### src/rtl/inst_encoder_loader_pkg.sv
// Shared ISA constants, field bundle and FSM encoding for the
// instruction encoder/loader and its packing sub-module.
package inst_encoder_loader_pkg;

    typedef enum logic [2:0] {
        KIND_RTYPE = 3'd0,
        KIND_LW    = 3'd1,
        KIND_SW    = 3'd2,
        KIND_BEQ   = 3'd3,
        KIND_ORI   = 3'd4,
        KIND_J     = 3'd5
    } kind_e;

    localparam logic [5:0] OP_RTYPE = 6'b000000;
    localparam logic [5:0] OP_LW    = 6'b100011;
    localparam logic [5:0] OP_SW    = 6'b101011;
    localparam logic [5:0] OP_BEQ   = 6'b000100;
    localparam logic [5:0] OP_ORI   = 6'b001101;
    localparam logic [5:0] OP_J     = 6'b000010;

    localparam logic [1:0] ERR_ILLEGAL  = 2'b01;
    localparam logic [1:0] ERR_OVERFLOW = 2'b10;

    typedef enum logic [1:0] {
        S_IDLE,
        S_LOAD,
        S_DONE,
        S_ERR
    } state_e;

    typedef struct packed {
        logic [4:0]  rs;
        logic [4:0]  rt;
        logic [4:0]  rd;
        logic [4:0]  shamt;
        logic [5:0]  funct;
        logic [15:0] imm;
        logic [25:0] target;
    } fields_t;

endpackage

### src/rtl/inst_pack.sv
// Combinational packer: instruction kind plus fields into a
// 32-bit MIPS word, flagging kinds that have no encoding.
module inst_pack
    import inst_encoder_loader_pkg::*;
(
    input  logic [2:0]  kind_i,
    input  fields_t     f_i,
    output logic [31:0] word_o,
    output logic        illegal_o
);

    always_comb begin
        word_o    = '0;
        illegal_o = 1'b0;
        unique case (1'b1)
            (kind_i == KIND_RTYPE):
                word_o = {OP_RTYPE, f_i.rs, f_i.rt,
                          f_i.rd, f_i.shamt, f_i.funct};
            (kind_i == KIND_LW):
                word_o = {OP_LW, f_i.rs, f_i.rt, f_i.imm};
            (kind_i == KIND_SW):
                word_o = {OP_SW, f_i.rs, f_i.rt, f_i.imm};
            (kind_i == KIND_BEQ):
                word_o = {OP_BEQ, f_i.rs, f_i.rt, f_i.imm};
            (kind_i == KIND_ORI):
                word_o = {OP_ORI, f_i.rs, f_i.rt, f_i.imm};
            (kind_i == KIND_J):
                word_o = {OP_J, f_i.target};
            default:
                illegal_o = 1'b1;
        endcase
    end

endmodule

### src/rtl/inst_encoder_loader.sv
// Streams encoded instructions into the imem write port: load FSM,
// address/count tracking and a registered one-cycle write stage.
module inst_encoder_loader
    import inst_encoder_loader_pkg::*;
#(
    parameter int ADDR_W    = 8,
    parameter int BASE_ADDR = 0,
    parameter int DEPTH     = 256
) (
    input  logic              clk,
    input  logic              rst,
    input  logic              start,
    input  logic              in_valid,
    output logic              in_ready,
    input  logic [2:0]        in_kind,
    input  logic [4:0]        in_rs,
    input  logic [4:0]        in_rt,
    input  logic [4:0]        in_rd,
    input  logic [4:0]        in_shamt,
    input  logic [5:0]        in_funct,
    input  logic [15:0]       in_imm,
    input  logic [25:0]       in_target,
    input  logic              in_last,
    output logic              imem_we,
    output logic [ADDR_W-1:0] imem_addr,
    output logic [31:0]       imem_wdata,
    output logic              busy,
    output logic              done,
    output logic              err,
    output logic [1:0]        err_code,
    output logic [ADDR_W:0]   count
);

    localparam logic [ADDR_W-1:0] BASE_C   = ADDR_W'(BASE_ADDR);
    localparam logic [ADDR_W:0]   DEPTH_C  = (ADDR_W+1)'(DEPTH);
    localparam logic [ADDR_W-1:0] ADDR_MAX = '1;

    state_e            state_q, state_d;
    logic              we_q, we_d;
    logic [ADDR_W-1:0] addr_q, addr_d;
    logic [31:0]       wdata_q, wdata_d;
    logic [ADDR_W:0]   count_q, count_d;
    logic [1:0]        code_q, code_d;

    fields_t     fields;
    logic [31:0] word;
    logic        illegal;
    logic        accept;

    assign fields = '{rs: in_rs, rt: in_rt, rd: in_rd,
                      shamt: in_shamt, funct: in_funct,
                      imm: in_imm, target: in_target};

    inst_pack u_pack (
        .kind_i    (in_kind),
        .f_i       (fields),
        .word_o    (word),
        .illegal_o (illegal)
    );

    assign accept = (state_q == S_LOAD) && in_valid && !start;

    always_comb begin
        state_d = state_q;
        we_d    = 1'b0;
        addr_d  = addr_q;
        wdata_d = wdata_q;
        count_d = count_q;
        code_d  = code_q;
        // addr_q tracks the word being presented; step past it once written
        if (we_q && addr_q != ADDR_MAX)
            addr_d = addr_q + 1'b1;
        if (start) begin
            state_d = S_LOAD;
            addr_d  = BASE_C;
            count_d = '0;
            code_d  = '0;
        end else if (accept) begin
            if (illegal) begin
                state_d = S_ERR;
                code_d  = ERR_ILLEGAL;
            end else begin
                we_d    = 1'b1;
                wdata_d = word;
                count_d = count_q + 1'b1;
                if (in_last) begin
                    state_d = S_DONE;
                end else if (count_d == DEPTH_C) begin
                    state_d = S_ERR;
                    code_d  = ERR_OVERFLOW;
                end
            end
        end
    end

    always_ff @(posedge clk or posedge rst) begin
        if (rst) begin
            state_q <= S_IDLE;
            we_q    <= 1'b0;
            addr_q  <= BASE_C;
            wdata_q <= '0;
            count_q <= '0;
            code_q  <= '0;
        end else begin
            state_q <= state_d;
            we_q    <= we_d;
            addr_q  <= addr_d;
            wdata_q <= wdata_d;
            count_q <= count_d;
            code_q  <= code_d;
        end
    end

    assign in_ready   = (state_q == S_LOAD);
    assign busy       = (state_q == S_LOAD);
    assign done       = (state_q == S_DONE);
    assign err        = (state_q == S_ERR);
    assign imem_we    = we_q;
    assign imem_addr  = addr_q;
    assign imem_wdata = wdata_q;
    assign err_code   = code_q;
    assign count      = count_q;

endmodule

### config.mk
export PLATFORM = sky130hd
export DESIGN_NAME = inst_encoder_loader
export DESIGN_NICKNAME = d
export VERILOG_FILES = /design/src/rtl/inst_encoder_loader_pkg.sv /design/src/rtl/inst_pack.sv /design/src/rtl/inst_encoder_loader.sv
export SDC_FILE = /design/constraint.sdc
export NUM_CORES = 1
export LEC_CHECK = 0
export ABC_AREA = 1
export CAP_MARGIN = 20
export CORE_UTILIZATION = 65
export DETAILED_ROUTE_END_ITERATION = 6
export DONT_BUFFER_PORTS = 1
export PLACE_DENSITY = 0.81
export SYNTH_ARGS = -nofsm -noshare
export SYNTH_HDL_FRONTEND = slang
export SYNTH_SLANG_ARGS = --single-unit
### constraint.sdc
create_clock -name clk -period 2.3 [get_ports clk]
set_input_delay 0.23 -clock clk [delete_from_list [all_inputs] [get_ports clk]]
set_output_delay 0.23 -clock clk [all_outputs]
set_load 0.005 [all_outputs]
======== After elaboration in Yosys (flattened, before gate mapping) ========
Index checks and enable logic that the tools add are counted.
operators by class
  add/sub/neg operators ................... 2
  equal/unequal tests ..................... 13
  mux-type cells .......................... 19
  bitwise logic cells ..................... 1
  reduce and logical (&&, ||, !) cells .... 13
operator list
  operator                                                               count
  32-bit one-hot mux with 6 select lines                                 1
  9-bit two-way mux                                                      3
  2-bit two-way mux                                                      10
  8-bit two-way mux                                                      2
  9-bit by 1-bit adder with 9-bit output, second input constant          1
  9-bit equality test, second input constant                             1
  8-bit by 1-bit adder with 8-bit output, second input constant          1
  8-bit != test, second input constant                                   1
  3-bit by 2-bit equality test with 1-bit output, second input constant  2
  3-bit equality test, second input constant                             2
  3-bit AND reduction                                                    2
  2-bit nonzero test                                                     3
  6-bit OR reduction                                                     1
  2-bit equality test, second input constant                             2
  4-bit by 1-bit != test with 1-bit output, second input constant        1
  2-bit AND reduction                                                    2
  3-bit by 1-bit equality test with 1-bit output, second input constant  1
  1-bit logical AND                                                      3
  3-bit zero test                                                        1
  1-bit two-way mux                                                      3
  3-bit by 1-bit != test with 1-bit output, second input constant        1
  3-bit != test, second input constant                                   1
  2-bit by 1-bit equality test with 1-bit output, second input constant  1
  1-bit zero test                                                        1
  1-bit NOT                                                              1
word-level totals
  register bits after elaboration ......... 54
  bits of input ports ..................... 76

======== Longest topological paths before layout ========
  depth in word-level cells ............... 7
  depth in mapped cells ................... 13

======== Cells and area by module ========
From an unflattened synthesis, not the netlist that was laid out.
second synthesis, totals
  cells, all modules ...................... 458
  area total of the unflattened synthesis .. 3,274.4 sq um
modules (own cells, without submodules)
  module               instances  cells each  area each (sq um)  seq. area each (sq um)
  inst_encoder_loader  1          299         2,442.3            1,351.3
  inst_pack            1          159         832.0              0.0

======== Worst setup path after synthesis ========
No wires, ideal clock.
  path type ............................... reg2reg
  start ................................... register addr_q[0] (netlist: imem_addr[0])
  end ..................................... register addr_q[7] (netlist: imem_addr[7])
  setup time .............................. 0.123 ns
  arrival time ............................ 1.385 ns
  required time ........................... 2.177 ns
  slack ................................... 0.792 ns
  stages on the path, launching flop included .. 10
  period minus slack after synthesis ...... 1.508 ns
  cell sequence ........................... dfrtp_1 ha_1 nand2_1 nor2_1 nand2_1 nand2_1 nor2_1 nand2_1 nor3b_1 nor2_1
between the ends
  cells in the longest elaborated chain, start to end .. 3
ends and longest elaborated chain
  what                                                                     RTL line                                              text
  start, declared                                                          inst_encoder_loader.sv:40                             logic [ADDR_W-1:0] addr_q, addr_d;
  start signal, assigned                                                   inst_encoder_loader.sv:107                            addr_q <= addr_d;
  8-bit by 1-bit adder with 8-bit output or 8-bit != test (tied branches)  inst_encoder_loader.sv:72, inst_encoder_loader.sv:71
  8-bit two-way mux or 1-bit logical AND (tied branches)                   inst_encoder_loader.sv:71                             if (we_q && addr_q != ADDR_MAX)
  8-bit two-way mux or 2-bit nonzero test (tied branches)                  n/a
Several ways; a longest one is shown, not always the timed one. The select of a mux whose other input is x is not followed.
A chain may end at the register's enable or synchronous reset.

======== Worst setup path after layout ========
  start ................................... register count_q[0] (netlist: count[0])
  end ..................................... register state_q[0]
between the ends
  cells in the longest elaborated chain, start to end .. 4
ends and longest elaborated chain
  what                                                       RTL line                    text
  start, declared                                            inst_encoder_loader.sv:42   logic [ADDR_W:0] count_q, count_d;
  start signal, assigned                                     inst_encoder_loader.sv:109  count_q <= count_d;
  9-bit by 1-bit adder with 9-bit output                     inst_encoder_loader.sv:85   count_d = count_q + 1'b1;
  9-bit equality test                                        inst_encoder_loader.sv:88   end else if (count_d == DEPTH_C) begin
  4-bit by 1-bit != test with 1-bit output (no source line)  n/a
  2-bit AND reduction (no source line)                       n/a
  end signal, assigned                                       inst_encoder_loader.sv:105  state_q <= state_d;
  end, declared                                              inst_encoder_loader.sv:38   state_e state_q, state_d;
No other way between the ends.

==> impl_metrics.yaml <==
status:
  outcome: "finished clean"
cts:
  clk_latency_ns: 0.30
  cts_setup_buffers: 0
  numClockSinks: 53
  htree_num_levels: 2
  root_buffer: "clkbuf_8"
  clk_path_buf_depth: 2
  cts_tree: "done"
  numCtsBuffers: 5
  clk_pin_slew_ns: 0.09
timing:
  fin_crit_sh: 0.7607
  setup_viol: 0
  timing.fmax_mhz: 571.6
  fin_ws_ns: 0.5504
  period_minus_slack_ns: 1.750
  drv_slew: 0
  finalClockSkew_ns: 0.003080
  setup_tns_ns: 0
  grt_setup_unrepaired: "no"
  finalHoldViolations: 0
critical_path:
  arrival_ns: 1.95
  crit_top_cell: "nand2_1"
  cp_slowest_cell: "dfrtp_1"
  crit_buf_inv: 0
  timing.critical_path.cells: "ha_1 -> nand3_1 -> o21ai_0 -> nand2_1 -> nor2_1 -> nand2_1 -> nand2_1 -> nand2_1 -> nand2_1 -> nand2_1"
  end_kind: "flip-flop"
  worst-setup-path-type: "reg -> reg"
  crit_family: "simple AND/OR/NAND/NOR gates"
  critPathRequiredTime_ns: 2.50
  slowest_delay_ns: 0.48
  crit_fanout: 7
  cp-start-kind: "flip-flop"
floorplan:
  die_y_um: 70.23
  initial_core_util: 0.6854
  core_um2: 4414
  ioPinCount: 132
  rows: 24
  dieWidth_um: 70.23
  die_area_um2: 4932
min_path:
  hold_path.class: "in -> reg"
placement:
  place_area_um2: 2989
  gp_congestion: 0.8550
  hpwl_um: 4750
  post-place-ws_ns: 0.5677
  dpl.cell_count: 406
  port_buffers: 0
grt:
  grt_use_total: 0.2632
  grt_pass1_vias: 2363
  grt.overflow.total: 0
  grt_first_pass_wirelength_um: 10300
  antenna_found_initial: 0
  grt_max_degree: 65
power:
  leakagePower_uw: 0.001347
  vdd_drop_max_mv: 0.5752
  power_density_nw_per_um2: 797.0
synthesis:
  synth_top_family_by_area: "simple AND/OR/NAND/NOR gates"
  netlist.top_cell.by_area: "dfrtp_1"
  synth_area_um2: 3025
  synth_adder_area_share: 0.01241
  ys_warn_count: 0
  synth.top_cell.area_share: 0.4384
  yosysSeqAreaShare: 0.4384
  synth_xor_area_frac: 0.002895
  postSynthAreaPerCell_um2: 8.289
  yosys-top-cells-area: "dfrtp_1 44%, nand2_1 14%, a41oi_2 7.0%, nor2_1 5.0%, inv_1 3.6%"
  synth_mux_area_frac: 0
  synth-simple-area-share: 0.2845
  synth_nets: 444
  syn_inst: 365
  ys_seq_elements: 53
  synth_compound_area_frac: 0.1683
  synth_cell_type_count: 34
final_layout:
  syn2layout_area_growth_pct: 2.812
  mostFrequentLayoutCells: "114 x nand2_1, 53 x dfrtp_1, 40 x nor2_1, 28 x inv_1, 19 x o21ai_0"
  stdcell_count: 416
  stdcell_area_um2: 3110
  fin_nets: 442
  layout-drive-gt1-share: 0.1566
  final_common_cell: "nand2_1"
  final_core_util: 0.7046
  diodes: 0
routing:
  drt-total-wl_um: 6329
  drt-pass1-iter-count: 4
  wire_per_inst_um: 15.21
  antenna_left: 0
  via_count: 2446
  drc: 0
  vias_per_cell: 5.880
  first_iter_violations: 126
run:
  cap_viol_max_count: 0
power breakdown:
| part | switching [uW] | internal (uW) | total, uW |
|---|---|---|---|
| clock | 296 | 273 | 568 |
| combinational | 270 | 240 | 510 |
| sequential | 226 | 1170 | 1400 |
final timing paths:
kind | endpoint | start | cells after the start | slack, ns
worst max-delay path | state_q[0] | count[0] | 10 | 0.55
worst min-delay path | imem_addr[2] | start | 3 | 0.07
worst max register to register | state_q[0] | count[0] | 10 | 0.55
worst min register to register | err_code[0] | err_code[0] | 2 | 0.54
max in group asynchronous | imem_wdata[29] | rst | 3 | 1.35
min in group asynchronous | imem_addr[4] | rst | 2 | 0.33
logic make-up after synthesis:
family          Yosys count
flops                    53
buf+inv                  52
xor+xnor                  1
compound gates           61
fa+ha+maj                 3
other cells               1
simple gates            194
synthesized netlist by cell type:
master,count
nor3_1,1
a31oi_1,11
buf_6,3
a41oi_2,13
buf_12,2
a31oi_2,3
clkinv_1,1
nor3b_1,1
nor2_4,1
inv_12,1
inv_2,7
nor2_8,1
buf_4,3
nand4_1,4
nand2_4,2
nor2_2,14
nor2_1,40
o22ai_1,5
o21ai_0,19
nand2_8,1
ha_1,3
nand2_1,114
a21oi_1,6
a22o_1,1
conb_1,1
nand4_2,1
buf_2,4
a41oi_1,3
nand3_1,13
clkbuf_1,2
inv_1,29
dfrtp_1,53
nand2_2,1
xor2_1,1
sequential cells by signal, indices dropped and copies added (netlist names):
signal and flops:
err_code 2, imem_we 1, state_q 2, imem_wdata 31, imem_addr 8, count 9
routing by layer:
metal	routed length, um	share of wire	vias up	global-route usage
li1	-	-	1191	-
met1	2640	0.42	1145	0.3106
met2	3114	0.49	97	0.4370
met3	435	0.069	13	0.08225
met4	140	0.022	0	0.1200
met5	0	0	-	0
worst reg2reg max path, cell delays in order, from the launching register on:
cell     delay [ns]
dfrtp_1        0.48
ha_1           0.27
nand3_1        0.14
o21ai_0        0.20
nand2_1        0.10
nor2_1         0.15
nand2_1        0.07
nand2_1        0.07
nand2_1        0.06
nand2_1        0.06
nand2_1        0.04
metrics by stage:
stage	hold WS (ns)	total power [uW]
floorplan	0.2931	1821
global placement	0.08991	1909
detailed placement	0.09502	1931
CTS	0.06319	2495
global route	0.06187	2625
finish	0.07090	2479
timing repair:
item / in CTS / in global routing
endpoints found under the hold margin: 15 / 0
gates resized for setup: 0 / 0
hold buffers: 2 / 0
area by class of cell:
cell class / instances / area [um2]
multi-input combinational: 260 / 1420
sequential: 53 / 1326
fill: 358 / 1304
inverter: 38 / 155.1
clock buffer: 7 / 96.34
tap: 52 / 65.06
timing repair buffer: 5 / 42.54
clock inverter: 1 / 5.005
Note: power is estimated with default switching activity, not from simulation.
